`src/rtl/vga_pkg.sv`:
```
// vga_pkg: shared definitions for the VGA display engine.
//   - vga_mode_e   : output mode encodings (framebuffer, bars, solid, grid)
//   - BAR_*        : colour-bar flags as {R,G,B}, one bit per channel
//   - total_count  : line/frame period from active + porches + sync
//   - bar_flags    : colour of bar 0..7, left to right
package vga_pkg;

  typedef enum logic [1:0] {
    MODE_FB    = 2'd0,
    MODE_BARS  = 2'd1,
    MODE_SOLID = 2'd2,
    MODE_GRID  = 2'd3
  } vga_mode_e;

  localparam logic [2:0] BAR_WHITE   = 3'b111;
  localparam logic [2:0] BAR_YELLOW  = 3'b110;
  localparam logic [2:0] BAR_CYAN    = 3'b011;
  localparam logic [2:0] BAR_GREEN   = 3'b010;
  localparam logic [2:0] BAR_MAGENTA = 3'b101;
  localparam logic [2:0] BAR_RED     = 3'b100;
  localparam logic [2:0] BAR_BLUE    = 3'b001;
  localparam logic [2:0] BAR_BLACK   = 3'b000;

  function automatic int total_count(input int active, input int front,
                                     input int sync, input int back);
    return active + front + sync + back;
  endfunction

  function automatic logic [2:0] bar_flags(input logic [2:0] idx);
    logic [2:0] f;
    case (idx)
      3'd0:    f = BAR_WHITE;
      3'd1:    f = BAR_YELLOW;
      3'd2:    f = BAR_CYAN;
      3'd3:    f = BAR_GREEN;
      3'd4:    f = BAR_MAGENTA;
      3'd5:    f = BAR_RED;
      3'd6:    f = BAR_BLUE;
      default: f = BAR_BLACK;
    endcase
    return f;
  endfunction

endpackage

```
`src/rtl/vga_timing_gen.sv`:
```
// vga_timing_gen: horizontal/vertical raster counters and their decodes.
//   clk, reset    : pixel clock, asynchronous active-high reset
//   enable        : low holds both counters at (0,0)
//   active        : inside visible area
//   image         : inside the scaled framebuffer image (clipped to active)
//   img_row       : current line lies inside the image
//   img_last_row  : current line is the last image line
//   hs_act/vs_act : sync interval (polarity applied by the caller)
//   frame_first   : counter at (0,0)
//   line_first    : h=0 on a visible line
//   line_last     : last pixel of a line; frame_last: last pixel of the frame
//   grid_on       : h[3:0]==0 or v[3:0]==0
// All decodes are combinational from the counters (stage 0).
module vga_timing_gen
  import vga_pkg::*;
#(
  parameter int H_ACTIVE = 640,
  parameter int H_FP     = 16,
  parameter int H_SYNC   = 96,
  parameter int H_BP     = 48,
  parameter int V_ACTIVE = 480,
  parameter int V_FP     = 10,
  parameter int V_SYNC   = 2,
  parameter int V_BP     = 33,
  parameter int IMG_W    = 640,
  parameter int IMG_H    = 480
) (
  input  logic clk,
  input  logic reset,
  input  logic enable,
  output logic active,
  output logic image,
  output logic img_row,
  output logic img_last_row,
  output logic hs_act,
  output logic vs_act,
  output logic frame_first,
  output logic line_first,
  output logic line_last,
  output logic frame_last,
  output logic grid_on
);

  localparam int H_TOTAL = total_count(H_ACTIVE, H_FP, H_SYNC, H_BP);
  localparam int V_TOTAL = total_count(V_ACTIVE, V_FP, V_SYNC, V_BP);
  localparam int H_CW    = $clog2(H_TOTAL + 1);
  localparam int V_CW    = $clog2(V_TOTAL + 1);

  localparam logic [H_CW-1:0] H_LAST    = H_CW'(H_TOTAL - 1);
  localparam logic [H_CW-1:0] H_ACT_END = H_CW'(H_ACTIVE);
  localparam logic [H_CW-1:0] H_IMG_END = H_CW'(IMG_W);
  localparam logic [H_CW-1:0] HS_START  = H_CW'(H_ACTIVE + H_FP);
  localparam logic [H_CW-1:0] HS_END    = H_CW'(H_ACTIVE + H_FP + H_SYNC);
  localparam logic [V_CW-1:0] V_LAST    = V_CW'(V_TOTAL - 1);
  localparam logic [V_CW-1:0] V_ACT_END = V_CW'(V_ACTIVE);
  localparam logic [V_CW-1:0] V_IMG_END = V_CW'(IMG_H);
  localparam logic [V_CW-1:0] V_IMG_LST = V_CW'(IMG_H - 1);
  localparam logic [V_CW-1:0] VS_START  = V_CW'(V_ACTIVE + V_FP);
  localparam logic [V_CW-1:0] VS_END    = V_CW'(V_ACTIVE + V_FP + V_SYNC);

  logic [H_CW-1:0] h_cnt;
  logic [V_CW-1:0] v_cnt;

  always_ff @(posedge clk or posedge reset) begin
    if (reset) begin
      h_cnt <= '0;
      v_cnt <= '0;
    end else if (!enable) begin
      h_cnt <= '0;
      v_cnt <= '0;
    end else if (h_cnt == H_LAST) begin
      h_cnt <= '0;
      v_cnt <= (v_cnt == V_LAST) ? '0 : v_cnt + 1'b1;
    end else begin
      h_cnt <= h_cnt + 1'b1;
    end
  end

  assign active       = (h_cnt < H_ACT_END) && (v_cnt < V_ACT_END);
  assign img_row      = (v_cnt < V_IMG_END);
  assign image        = (h_cnt < H_IMG_END) && img_row;
  assign img_last_row = (v_cnt == V_IMG_LST);
  assign hs_act       = (h_cnt >= HS_START) && (h_cnt < HS_END);
  assign vs_act       = (v_cnt >= VS_START) && (v_cnt < VS_END);
  assign frame_first  = (h_cnt == '0) && (v_cnt == '0);
  assign line_first   = (h_cnt == '0) && (v_cnt < V_ACT_END);
  assign line_last    = (h_cnt == H_LAST);
  assign frame_last   = (h_cnt == H_LAST) && (v_cnt == V_LAST);
  assign grid_on      = (h_cnt[3:0] == 4'd0) || (v_cnt[3:0] == 4'd0);

endmodule

```
`src/rtl/vga_display_engine.sv`:
```
// vga_display_engine: configurable VGA timing, framebuffer fetch with
// integer up-scaling, and built-in test patterns.
//   clk, reset            : pixel clock, asynchronous active-high reset
//   enable                : low idles the engine and restarts at (0,0)
//   mode                  : 0 framebuffer, 1 colour bars, 2 solid, 3 grid
//   border_rgb            : colour outside the image and for mode 2, {R,G,B}
//   fb_rd_en, fb_addr     : framebuffer read request (combinational, stage 0)
//   fb_rdata              : read data, valid RD_LATENCY cycles after request
//   vga_r/g/b, hsync,
//   vsync, frame_start,
//   line_start            : registered pin outputs, RD_LATENCY+1 cycles
//                           after the counter cycle they describe
module vga_display_engine
  import vga_pkg::*;
#(
  parameter int H_ACTIVE   = 640,
  parameter int H_FP       = 16,
  parameter int H_SYNC     = 96,
  parameter int H_BP       = 48,
  parameter int V_ACTIVE   = 480,
  parameter int V_FP       = 10,
  parameter int V_SYNC     = 2,
  parameter int V_BP       = 33,
  parameter int HSYNC_POL  = 0,
  parameter int VSYNC_POL  = 0,
  parameter int COLOR_W    = 4,
  parameter int FB_W       = 320,
  parameter int FB_H       = 240,
  parameter int SCALE_LOG2 = 1,
  parameter int RD_LATENCY = 1,
  parameter int ADDR_W     = 17
) (
  input  logic                   clk,
  input  logic                   reset,
  input  logic                   enable,
  input  logic [1:0]             mode,
  input  logic [3*COLOR_W-1:0]   border_rgb,
  output logic                   fb_rd_en,
  output logic [ADDR_W-1:0]      fb_addr,
  input  logic [3*COLOR_W-1:0]   fb_rdata,
  output logic [COLOR_W-1:0]     vga_r,
  output logic [COLOR_W-1:0]     vga_g,
  output logic [COLOR_W-1:0]     vga_b,
  output logic                   hsync,
  output logic                   vsync,
  output logic                   frame_start,
  output logic                   line_start
);

  localparam int RGB_W     = 3 * COLOR_W;
  localparam int PW        = RGB_W + 5;
  localparam int IMG_W_RAW = FB_W << SCALE_LOG2;
  localparam int IMG_H_RAW = FB_H << SCALE_LOG2;
  localparam int IMG_W     = (IMG_W_RAW < H_ACTIVE) ? IMG_W_RAW : H_ACTIVE;
  localparam int IMG_H     = (IMG_H_RAW < V_ACTIVE) ? IMG_H_RAW : V_ACTIVE;
  localparam int BAR_W     = H_ACTIVE / 8;

  localparam logic              HS_ON       = 1'(HSYNC_POL);
  localparam logic              VS_ON       = 1'(VSYNC_POL);
  localparam logic [7:0]        SUB_MAX     = 8'((1 << SCALE_LOG2) - 1);
  localparam logic [ADDR_W-1:0] FB_STRIDE   = ADDR_W'(FB_W);
  localparam logic [ADDR_W-1:0] FB_LAST_COL = ADDR_W'(FB_W - 1);
  localparam logic [15:0]       BAR_LAST    = 16'(BAR_W - 1);
  // Pipeline word: {use_fb, hsync, vsync, frame_start, line_start, rgb}
  localparam logic [PW-1:0]     IDLE_WORD   = {1'b0, ~HS_ON, ~VS_ON, 2'b00, {RGB_W{1'b0}}};

  function automatic logic [RGB_W-1:0] expand_rgb(input logic [2:0] f);
    return {{COLOR_W{f[2]}}, {COLOR_W{f[1]}}, {COLOR_W{f[0]}}};
  endfunction

  logic active, image, img_row, img_last_row, hs_act, vs_act;
  logic frame_first, line_first, line_last, frame_last, grid_on;

  vga_timing_gen #(
    .H_ACTIVE (H_ACTIVE), .H_FP (H_FP), .H_SYNC (H_SYNC), .H_BP (H_BP),
    .V_ACTIVE (V_ACTIVE), .V_FP (V_FP), .V_SYNC (V_SYNC), .V_BP (V_BP),
    .IMG_W    (IMG_W),    .IMG_H (IMG_H)
  ) u_timing (
    .clk          (clk),
    .reset        (reset),
    .enable       (enable),
    .active       (active),
    .image        (image),
    .img_row      (img_row),
    .img_last_row (img_last_row),
    .hs_act       (hs_act),
    .vs_act       (vs_act),
    .frame_first  (frame_first),
    .line_first   (line_first),
    .line_last    (line_last),
    .frame_last   (frame_last),
    .grid_on      (grid_on)
  );

  // ---- stage 0: counter cycle, mode, address, pattern ----
  logic             vld_p0;
  vga_mode_e        mode_q, mode_p0;
  logic [ADDR_W-1:0] line_base, col_addr;
  logic [7:0]       h_sub, v_sub;
  logic [15:0]      bar_px;
  logic [2:0]       bar_idx;
  logic [RGB_W-1:0] rgb_p0;
  logic             use_fb_p0, hs_p0, vs_p0, fs_p0, ls_p0;
  logic [PW-1:0]    word_p0;

  // Reset is folded in so the read strobe is quiet while reset is held.
  assign vld_p0 = enable && !reset;

  // The frame's mode is taken at (0,0) and applies from that pixel on.
  assign mode_p0 = frame_first ? vga_mode_e'(mode) : mode_q;

  always_ff @(posedge clk or posedge reset) begin
    if (reset)        mode_q <= MODE_FB;
    else if (!enable) mode_q <= MODE_FB;
    else              mode_q <= mode_p0;
  end

  // Incremental raster address: column steps every 2^S pixels, line base
  // steps by FB_W every 2^S image lines. Both saturate at the last
  // framebuffer pixel so the address stays in range outside the image.
  always_ff @(posedge clk or posedge reset) begin
    if (reset) begin
      line_base <= '0;
      col_addr  <= '0;
      h_sub     <= '0;
      v_sub     <= '0;
    end else if (!enable) begin
      line_base <= '0;
      col_addr  <= '0;
      h_sub     <= '0;
      v_sub     <= '0;
    end else if (line_last) begin
      col_addr <= '0;
      h_sub    <= '0;
      if (frame_last) begin
        line_base <= '0;
        v_sub     <= '0;
      end else if (img_row) begin
        if (v_sub == SUB_MAX) begin
          v_sub <= '0;
          if (!img_last_row) line_base <= line_base + FB_STRIDE;
        end else begin
          v_sub <= v_sub + 8'd1;
        end
      end
    end else if (image) begin
      if (h_sub == SUB_MAX) begin
        h_sub <= '0;
        if (col_addr != FB_LAST_COL) col_addr <= col_addr + 1'b1;
      end else begin
        h_sub <= h_sub + 8'd1;
      end
    end
  end

  // Bar index advances every BAR_W visible pixels.
  always_ff @(posedge clk or posedge reset) begin
    if (reset) begin
      bar_px  <= '0;
      bar_idx <= '0;
    end else if (!enable || line_last) begin
      bar_px  <= '0;
      bar_idx <= '0;
    end else if (active) begin
      if (bar_px == BAR_LAST) begin
        bar_px  <= '0;
        bar_idx <= bar_idx + 3'd1;
      end else begin
        bar_px <= bar_px + 16'd1;
      end
    end
  end

  always_comb begin
    rgb_p0    = '0;
    use_fb_p0 = 1'b0;
    if (vld_p0 && active) begin
      if (!image) begin
        rgb_p0 = border_rgb;
      end else begin
        case (mode_p0)
          MODE_FB:    use_fb_p0 = 1'b1;
          MODE_BARS:  rgb_p0 = expand_rgb(bar_flags(bar_idx));
          MODE_SOLID: rgb_p0 = border_rgb;
          MODE_GRID:  rgb_p0 = {RGB_W{grid_on}};
          default:    rgb_p0 = '0;
        endcase
      end
    end
  end

  assign hs_p0   = (vld_p0 && hs_act) ? HS_ON : ~HS_ON;
  assign vs_p0   = (vld_p0 && vs_act) ? VS_ON : ~VS_ON;
  assign fs_p0   = vld_p0 && frame_first;
  assign ls_p0   = vld_p0 && line_first;
  assign word_p0 = {use_fb_p0, hs_p0, vs_p0, fs_p0, ls_p0, rgb_p0};

  assign fb_rd_en = use_fb_p0;
  assign fb_addr  = line_base + col_addr;

  // ---- stage 1..RD_LATENCY: delay matching the framebuffer read ----
  logic [PW-1:0] dly_p [RD_LATENCY];
  logic [PW-1:0] word_pl;

  always_ff @(posedge clk or posedge reset) begin
    if (reset) begin
      for (int i = 0; i < RD_LATENCY; i++) dly_p[i] <= IDLE_WORD;
    end else begin
      dly_p[0] <= word_p0;
      for (int i = 1; i < RD_LATENCY; i++) dly_p[i] <= dly_p[i-1];
    end
  end

  assign word_pl = dly_p[RD_LATENCY-1];

  // ---- output register: merge framebuffer data, drive pins ----
  logic [RGB_W-1:0] rgb_q;

  always_ff @(posedge clk or posedge reset) begin
    if (reset) begin
      rgb_q       <= '0;
      hsync       <= ~HS_ON;
      vsync       <= ~VS_ON;
      frame_start <= 1'b0;
      line_start  <= 1'b0;
    end else begin
      rgb_q       <= word_pl[PW-1] ? fb_rdata : word_pl[RGB_W-1:0];
      hsync       <= word_pl[PW-2];
      vsync       <= word_pl[PW-3];
      frame_start <= word_pl[PW-4];
      line_start  <= word_pl[PW-5];
    end
  end

  assign vga_r = rgb_q[3*COLOR_W-1:2*COLOR_W];
  assign vga_g = rgb_q[2*COLOR_W-1:COLOR_W];
  assign vga_b = rgb_q[COLOR_W-1:0];

endmodule
```
`config.mk`:
```
export PLATFORM = sky130hd
export DESIGN_NAME = vga_display_engine
export DESIGN_NICKNAME = d
export VERILOG_FILES = /design/src/rtl/vga_pkg.sv /design/src/rtl/vga_timing_gen.sv /design/src/rtl/vga_display_engine.sv
export SDC_FILE = /design/constraint.sdc
export NUM_CORES = 1
export LEC_CHECK = 0
export ABC_AREA = 0
export BUFFER_PORTS_ARGS = -buffer_cell sky130_fd_sc_hd__buf_2
export CAP_MARGIN = 20
export CORE_MARGIN = 1.5
export CORE_UTILIZATION = 33
export DETAILED_ROUTE_END_ITERATION = 6
export GPL_TIMING_DRIVEN = 0
export SYNTH_ARGS = -nofsm -noshare
export SYNTH_HDL_FRONTEND = slang
export SYNTH_SLANG_ARGS = --single-unit
```
`constraint.sdc`:
```
create_clock -name clk -period 3.6 [get_ports clk]
set_clock_uncertainty 0.1 [all_clocks]
set_input_delay 0.36 -clock clk [delete_from_list [all_inputs] [get_ports clk]]
set_output_delay 0.36 -clock clk [all_outputs]
set_load 0.03 [all_outputs]
```
* Word-level counts from Yosys, hierarchy flattened
Index checks and enable logic that the tools add are counted.
** Storage, ports and cells
- Bits in registers :: 124
- Input port bits :: 29
- Output and inout bits :: 34
- Logic and storage cells :: 124
** Operators by class
- Add/sub/neg operators :: 9
- $lt $le $gt $ge :: 6
- Equal/unequal tests :: 23
- Multiplexer cells :: 43
- Reductions and logical operators :: 28
** Operators with widths (count)
- 17-bit two-way mux :: 11
- 8-bit two-way mux :: 9
- 10-bit two-way mux :: 5
- 16-bit two-way mux :: 3
- 12-bit two-way mux :: 3
- 12-bit case mux with 3 select lines :: 1
- 3-bit case mux with 7 select lines :: 1
- 10-bit by 1-bit adder with 10-bit output (second input constant) :: 2
- 10-bit == test (second input constant) :: 2
- 10-bit zero test :: 2
- 10-bit < comparator (second input constant) :: 2
- 10-bit by 9-bit < comparator with 1-bit output (second input constant) :: 2
- 17-bit by 1-bit adder with 17-bit output (second input constant) :: 1
- 17-bit adder :: 1
- 17-bit by 9-bit adder with 17-bit output (second input constant) :: 1
- 17-bit by 9-bit != test with 1-bit output (second input constant) :: 1
- 16-bit by 1-bit adder with 16-bit output (second input constant) :: 1
- 8-bit by 1-bit adder with 8-bit output (second input constant) :: 2
- 16-bit by 7-bit == test with 1-bit output (second input constant) :: 1
- 8-bit by 1-bit == test with 1-bit output (second input constant) :: 2
- 3-bit by 1-bit != test with 1-bit output (second input constant) :: 5
- 1-bit logical AND :: 12
- 10-bit by 9-bit == test with 1-bit output (second input constant) :: 1
- 10-bit >= comparator (second input constant) :: 1
- other kinds (21) :: 37

* Depth between registers and ports, before layout
Gate-level depths: netlist of run 1.
- Depth in word-level cells :: 7
- Depth in mapped cells :: 9

* Modules after synthesis
From an unflattened synthesis of run 1, not the netlist that was laid out.
** Unflattened totals
- Cell total of the unflattened synthesis :: 658
- Area total of the unflattened synthesis :: 6328.6 µm²
** Modules (own cells, without submodules)
- vga_display_engine :: instances 1, cells an instance 517, area each 5062.4 µm²
- vga_timing_gen :: instances 1, cells an instance 141, area each 1266.2 µm²

* Least setup slack after synthesis of run 1
No wires, ideal clock.
- Kind :: register to output
- Start point :: register line_base[8]
- End point :: output fb_addr[16]
- Data arrival time :: 2278 ps
- Data required time :: 3140 ps
- Path slack :: 862 ps
- Stages on the path, launching flop included :: 8
- Path buffers :: 0
- Cells stage by stage :: dfrtp_1 -> ha_1 -> and3_1 -> nor2_1 -> nor4b_1 -> o311ai_0 -> o31ai_1 -> xnor2_1
** Between the ends
- Word-level cells in the longest chain between the ends :: 1
** Ends and longest elaborated chain
- start, declared :: line vga_display_engine.sv:98 : logic [ADDR_W-1:0] line_base, col_addr;
- start signal, assigned :: line vga_display_engine.sv:141 : if (!img_last_row) line_base <= line_base + FB_STRIDE;
- 17-bit adder :: line vga_display_engine.sv:199 : assign fb_addr = line_base + col_addr;
- end, declared :: line vga_display_engine.sv:39 : output logic [ADDR_W-1:0] fb_addr,
Every way passes these cells.

* Worst setup path after layout of run 1
Ends and elaborated chain as after synthesis.

==> flow_summary_export.csv, run 1 <==
group,metric,value,unit
yosys,synthesis.area,0.00654,mm2
global_route,track_usage,0.152,
clock_tree,post_cts_buffers,0,
routing,wl_met1,7500,um
routing,first_iter_violations,311,
worst_setup_path,path_max_fanout,5,
global_route,antenna_found_initial,0,
placement,gp_congestion,0.816,
yosys,synth_seq_cells,118,
yosys,synthCells,680,
worst_setup_path,crit_type,"reg2out",
routing,top_layer_used,"met4",
timing,min_period,3.39,ns
placement,io_buffer_count,62,
worst_setup_path,cp_cell_sequence,"ha_1, and3_1, nor2_1, nor4b_1, o311ai_1, o31ai_1, xnor2_1, buf_2",
timing,rsz0062_at_grt,"no",
routing,met3WireLength,605,um
cells_and_area,utilization,0.403,
clock_tree,clkTransAtPathRegs,0.06,ns
pwr,ir_drop,0.324,mV
worst_setup_path,startpoint_type,"flop",
worst_setup_path,max_stage_delay,0.45,ns
routing,vias_per_cell,5.00,
worst_setup_path,endpoint_kind,"output pin",
global_route,grt_max_degree,97,
pwr,power_density,454,mW/mm2
pwr,p_leak,3.60,nW
die,fp-row-count,51,
run,cap_violations,0,
timing,fin_crit_sh,0.941,
clock_tree,cts_made_buffers,17,
yosys,ys.flop_type,"dfrtp_1",
worst_hold_path,hold_class,"in2reg",
worst_setup_path,worstSetupStartpoint,"line_base[8]$_DFFE_PP0P_",
routing,drc,0,
yosys,ys_types,72,
yosys,yosysMostFrequentCell,"dfrtp_1",
yosys,synth_top_area_share,0.436,
timing,hold_viol_final,0,
yosys,synth_fp_nets,736,
routing,dr.pass1.iters,4,
die,io_pins,63,
cells_and_area,area_growth,19.8,%
clock_tree,clk_path_buf_depth,2,
die,die_h,144,um
cells_and_area,multiInputGateArea,0.00335,mm2
cells_and_area,nets,819,
routing,wl_per_cell,14.2,um
worst_setup_path,rr_startpoint,"u_timing.h_cnt[7]$_DFF_PP0_",
routing,vias,5204,
yosys,syn_avg_cell_area,9.62,um2
timing,finalSetupViolCount,0,
outcome,status,"finished clean",
yosys,yosys-top-cells-area,"dfrtp_1 (44%), ha_1 (5.2%), nand2_1 (3.9%)",
die,initial_core_util,0.336,
yosys,synth-edff-count,0,
worst_setup_path,arrival,2.93,ns
yosys,async_reset_ff_frac,1.00,
clock_tree,cts_root_buf,"clkbuf_16",
worst_setup_path,required,3.14,ns
clock_tree,cts_tree,"built",
global_route,grt_pass1_wl,24700,um
routing,wl_met2,6480,um
worst_setup_path,slowest_stage,"dfrtp_1",
routing,ant_nets,0,
timing,worst_slack,0.213,ns
clock_tree,htreeDepth,4,
cells_and_area,register_area,0.00296,mm2
cells_and_area,nFillCells,1909,
cells_and_area,drive_gt1_frac,0.186,
die,dieWidth,144,um
global_route,overflow,0,
die,core-area,0.0195,mm2
placement,hpwlAfterDp,10100,um
global_route,first_global_vias,4885,
timing,fmax,295,MHz
timing,slew_headroom,0.514,
placement,pre_cts_ws,0.597,ns
worst_hold_path,worstHoldStart,"fb_rdata[6]",
timing,report.final.slew_viol_count,0,
yosys,yosys-top-cells-count,"dfrtp_1 (114), nand2_1 (68), nor2_1 (60), o21ai_0 (43), a21oi_1 (29)",
die,dieArea,0.0207,mm2
timing,worstMarginPinSlew,0.720,ns
pwr,total_power,3.56,mW
yosys,yosysTopAreaCell,"dfrtp_1",
clock_tree,clock_sinks,118,
yosys,yosysWarnings,0,
yosys,ys_seq_area_frac,0.452,
cells_and_area,num_antenna_cells,0,
routing,wl,14700,um
clock_tree,clk_latency,0.42,ns
[critical path, delay by kind of cell, from the launching register on]
kind,cells,cell delay [ns]
compound gates,2,0.53
xor+xnor,1,0.14
fa+ha+maj,1,0.38
simple gates,3,0.80
flops,1,0.45
buf+inv,1,0.21
[where the power goes]
| group | internal (mW) | switching, mW |
|---|---|---|
| registers | 1.37 | 0.0392 |
| logic | 0.128 | 0.235 |
| clock network | 1.11 | 0.666 |
| total | 2.62 | 0.940 |
[sequential cells by signal, indices dropped and copies added, names as in the netlist, 2 cells and up]
| register | count |
|---|---|
| mode_q | 2 |
| bar_idx | 3 |
| u_timing.h_cnt | 10 |
| dly_p | 17 |
| line_base | 11 |
| col_addr | 17 |
| h_sub | 8 |
| bar_px | 16 |
| u_timing.v_cnt | 10 |
| rgb_q | 12 |
| v_sub | 8 |
[layer usage]
| metal | global-route usage | vias to the layer above |
|---|---|---|
| li1 | - | 2598 |
| met1 | 0.215 | 2487 |
| met2 | 0.227 | 105 |
| met3 | 0.0363 | 14 |
| met4 | 0.0532 | 0 |
| met5 | 0 | - |
[final timing paths]
kind / to / cells after the start / slack (ns)
max: fb_addr[16] / 8 / 0.21
max reg2reg: col_addr[7]$_DFFE_PP0P_ / 7 / 0.81
min: rgb_q[6]$_DFF_PP0_ / 2 / 0.07
max in group asynchronous: h_sub[2]$_DFFE_PP0P_ / 4 / 2.31
min in group asynchronous: rgb_q[3]$_DFF_PP0_ / 3 / 0.35
min reg2reg: frame_start$_DFF_PP0_ / 0 / 0.25
[layout by cell type, fill, tap and decap left out, drive strengths merged, types with 27 or more instances in the layout]
master  Yosys  layout
nand2      68      68
nand3      29      29
dfrtp     114     114
inv        25      29
clkbuf      9      27
ha         27      27
a21oi      30      30
o21ai      47      47
nor2       61      61
buf        17      80
[logic make-up (layout without fill, tap and decap cells)]
kind of cell / Yosys count / after routing / share of synthesized area
other cells: 1 / 1 / 0.000573
mux: 18 / 18 / 0.0300
xor+xnor: 51 / 51 / 0.0683
fa+ha+maj: 27 / 27 / 0.0517
flops: 118 / 118 / 0.452
simple gates: 279 / 279 / 0.225
buf+inv: 51 / 147 / 0.0350
compound gates: 135 / 135 / 0.137
[cell type report]
type	count	area share
plain buffers	26	0.0172
flip-flops and latches	118	0.377
clock buffers	18	0.0560
repair buffers	64	0.0444
inverters	25	0.0126
clock inverters	14	0.0220
multi-input cells	511	0.428
well taps	265	0.0423
[timing repair]
action                                  4_1_cts  5_1_grt
hold endpoints to repair                     22        0
resized for setup                             0        1
endpoints found under the setup margin        0        1
hold buffers                                  1        0
[per-stage QoR]
stage | area (um2) | TNS (ns) | hold slack (ns) | std cells
after floorplan | 6540 | 0 | 0.231 | 680
after global placement | 7180 | -176.45 | 0.237 | 1007
after detailed placement | 7210 | 0 | 0.230 | 1008
after CTS | 7840 | 0 | 0.0532 | 1041
after global routing | 7840 | 0 | 0.0531 | 1041
final | 7840 | 0 | 0.0651 | 1041
Power figures use the tool's default switching activity.
==> inputs of run 2 (changes only) <==
--- a/config.mk
+++ b/config.mk
@@ -6,11 +6,11 @@
 export NUM_CORES = 1
 export LEC_CHECK = 0
 export ABC_AREA = 0
-export BUFFER_PORTS_ARGS = -buffer_cell sky130_fd_sc_hd__buf_2
 export CAP_MARGIN = 20
 export CORE_MARGIN = 1.5
 export CORE_UTILIZATION = 33
 export DETAILED_ROUTE_END_ITERATION = 6
+export DONT_BUFFER_PORTS = 1
 export GPL_TIMING_DRIVEN = 0
 export SYNTH_ARGS = -nofsm -noshare
 export SYNTH_HDL_FRONTEND = slang
==> run 2 against run 1 <==
Net effect:
- via count decreased by 1.5%
- combinational power down 12%
- non-clock buffer count down 38
- routed wire length rose by 1.0%
- setup slack improved by 0.013 ns
- sequential power barely moved
- first-iteration DRC count is 31% lower
- total power is 1.8% lower
- clock-buffer cell count did not move
- sequential share of layout area increased by 0.32 points
- final cell count is 3.7% lower
- critical endpoint unchanged
==> flow_summary_export.csv, run 2 (same netlist as run 1, synthesis figures left out) <==
group,metric,value,unit
clock_tree,cts_tree,"built",
global_route,track_usage,0.154,
clock_tree,post_cts_buffers,0,
clock_tree,cts_made_buffers,17,
worst_setup_path,slowest_stage,"o311ai_0",
worst_setup_path,path_depth,7,
worst_setup_path,worstSetupStartpoint,"line_base[7]$_DFFE_PP0P_",
global_route,grt_max_degree,82,
timing,report.final.slew_viol_count,0,
cells_and_area,num_antenna_cells,0,
pwr,power_density,449,mW/mm2
routing,wl_per_cell,14.8,um
worst_setup_path,endpoint_kind,"output pin",
die,dieWidth,144,um
global_route,grt_pass1_wl,25100,um
clock_tree,htreeDepth,4,
worst_setup_path,required,3.14,ns
worst_setup_path,path_buf_inv,0,
placement,io_buffer_count,0,
placement,gp_congestion,0.816,
cells_and_area,final_common_cell,"dfrtp_1",
worst_setup_path,cp_cell_sequence,"ha_1, and3_1, nor2_1, nor4b_2, o311ai_0, o31ai_1, xnor2_2",
worst_hold_path,hold_class,"in2reg",
cells_and_area,final_cell_area,0.00777,mm2
pwr,ir_drop,0.329,mV
global_route,antenna_found_initial,0,
routing,drc,0,
clock_tree,clkTransAtPathRegs,0.06,ns
routing,dr.pass1.iters,6,
cells_and_area,area_growth,18.8,%
placement,dpl_cell_area,0.00690,mm2
die,die_h,144,um
die,dieArea,0.0207,mm2
cells_and_area,layout_common_cells,"dfrtp_1 (114), nand2_1 (68), nor2_1 (59)",
worst_setup_path,r2r-end,"col_addr[3]$_DFFE_PP0P_",
routing,first_iter_violations,214,
cells_and_area,drive_gt1_frac,0.115,
die,initial_core_util,0.336,
cells_and_area,top_regs,"col_addr x17, dly_p x17, bar_px x16",
clock_tree,clk_path_buf_depth,2,
timing,fin_crit_sh,0.937,
clock_tree,clock_sinks,118,
run,cap_violations,0,
timing,hold_viol_final,0,
clock_tree,cts_root_buf,"clkbuf_16",
timing,finalSetupViolCount,0,
routing,vias,5128,
routing,vias_per_cell,5.11,
clock_tree,clk_latency,0.42,ns
timing,slew_headroom,0.403,
placement,hpwlAfterDp,10200,um
worst_setup_path,arrival,2.91,ns
cells_and_area,nets,781,
worst_setup_path,timing.reg2reg.setup_slack,0.74,ns
routing,wl,14900,um
worst_setup_path,startpoint_type,"flop",
worst_setup_path,reg2regPathDepth,7,
routing,ant_nets,0,
worst_setup_path,path_max_fanout,4,
die,fp-row-count,51,
worst_setup_path,rr_startpoint,"u_timing.h_cnt[7]$_DFF_PP0_",
worst_setup_path,crit_type,"reg2out",
timing,min_period,3.37,ns
die,io_pins,63,
cells_and_area,nFillCells,1920,
global_route,first_global_vias,4932,
timing,rsz0062_at_grt,"no",
worst_setup_path,max_stage_delay,0.60,ns
global_route,overflow,0,
worst_setup_path,endpoint,"fb_addr[16]",
timing,worstMarginPinSlew,0.884,ns
pwr,p_leak,3.41,nW
die,core-area,0.0195,mm2
outcome,status,"finished clean",
timing,fmax,296,MHz
worst_setup_path,crit_family,"compound AO/OA/AOI/OAI gates",
timing,finalSetupTns,0,ns
run 2: report_power, final:
| group | internal, mW | switching (mW) | total (mW) |
|---|---|---|---|
| logic | 0.120 | 0.199 | 0.319 |
| clock network | 1.05 | 0.674 | 1.73 |
| registers | 1.37 | 0.0692 | 1.44 |
| total | 2.55 | 0.942 | 3.49 |
run 2: worst reg2reg max path, cell delays in order, from the launching register on:
cell     delay (ns)
dfrtp_1        0.44
or3_1          0.36
buf_2          0.18
o31ai_4        0.32
buf_2          0.36
buf_2          0.37
buf_1          0.47
nor2_1         0.12
run 2: layer usage:
| layer | vias to the layer above | track usage | routed length, um |
|---|---|---|---|
| met2 | 99 | 0.239 | 6680 |
| met5 | - | 0 | 0 |
| met3 | 16 | 0.0413 | 666 |
| met1 | 2487 | 0.211 | 7420 |
| met4 | 0 | 0.0403 | 119 |
| li1 | 2526 | - | - |
run 2: worst min-delay path by stage:
stage,end,start,cells past startpoint
after CTS,mode_q[0]$_DFF_PP0_,mode[0],2
final,mode_q[0]$_DFF_PP0_,mode[0],2
after global placement,line_start$_DFF_PP0_,dly_p[12]$_DFF_PP0_,0
after floorplan,frame_start$_DFF_PP0_,dly_p[13]$_DFF_PP0_,0
after detailed placement,line_start$_DFF_PP0_,reset,1
after global routing,mode_q[0]$_DFF_PP0_,mode[0],2
run 2: through the flow:
step	setup WS [ns]	power, mW	util	hold slack [ns]	cells
after floorplan	0.0175	1.69	-	0.231	680
after global placement	-1.43	1.75	0.353	0.243	945
after detailed placement	0.567	1.77	0.355	0.148	946
after CTS	0.115	3.54	0.398	0.0154	1003
after global routing	0.0340	3.65	0.399	0.0172	1003
final	0.226	3.49	0.399	0.0321	1003
run 2: cell type report:
class	count	area (um2)	area share
multi-input combinational	511	3370	0.434
tap	265	332	0.0427
buffer	26	135	0.0174
inverter	25	98.8	0.0127
clock buffer	18	439	0.0565
sequential	118	2960	0.381
clock inverter	14	161	0.0208
timing repair buffer	26	278	0.0357
run 2: timing repair:
| action | CTS | global route |
|---|---|---|
| hold buffers | 25 | 0 |
| gates resized for setup | 0 | 3 |
| endpoints found under the setup margin | 0 | 2 |
| hold endpoints to repair | 61 | 0 |
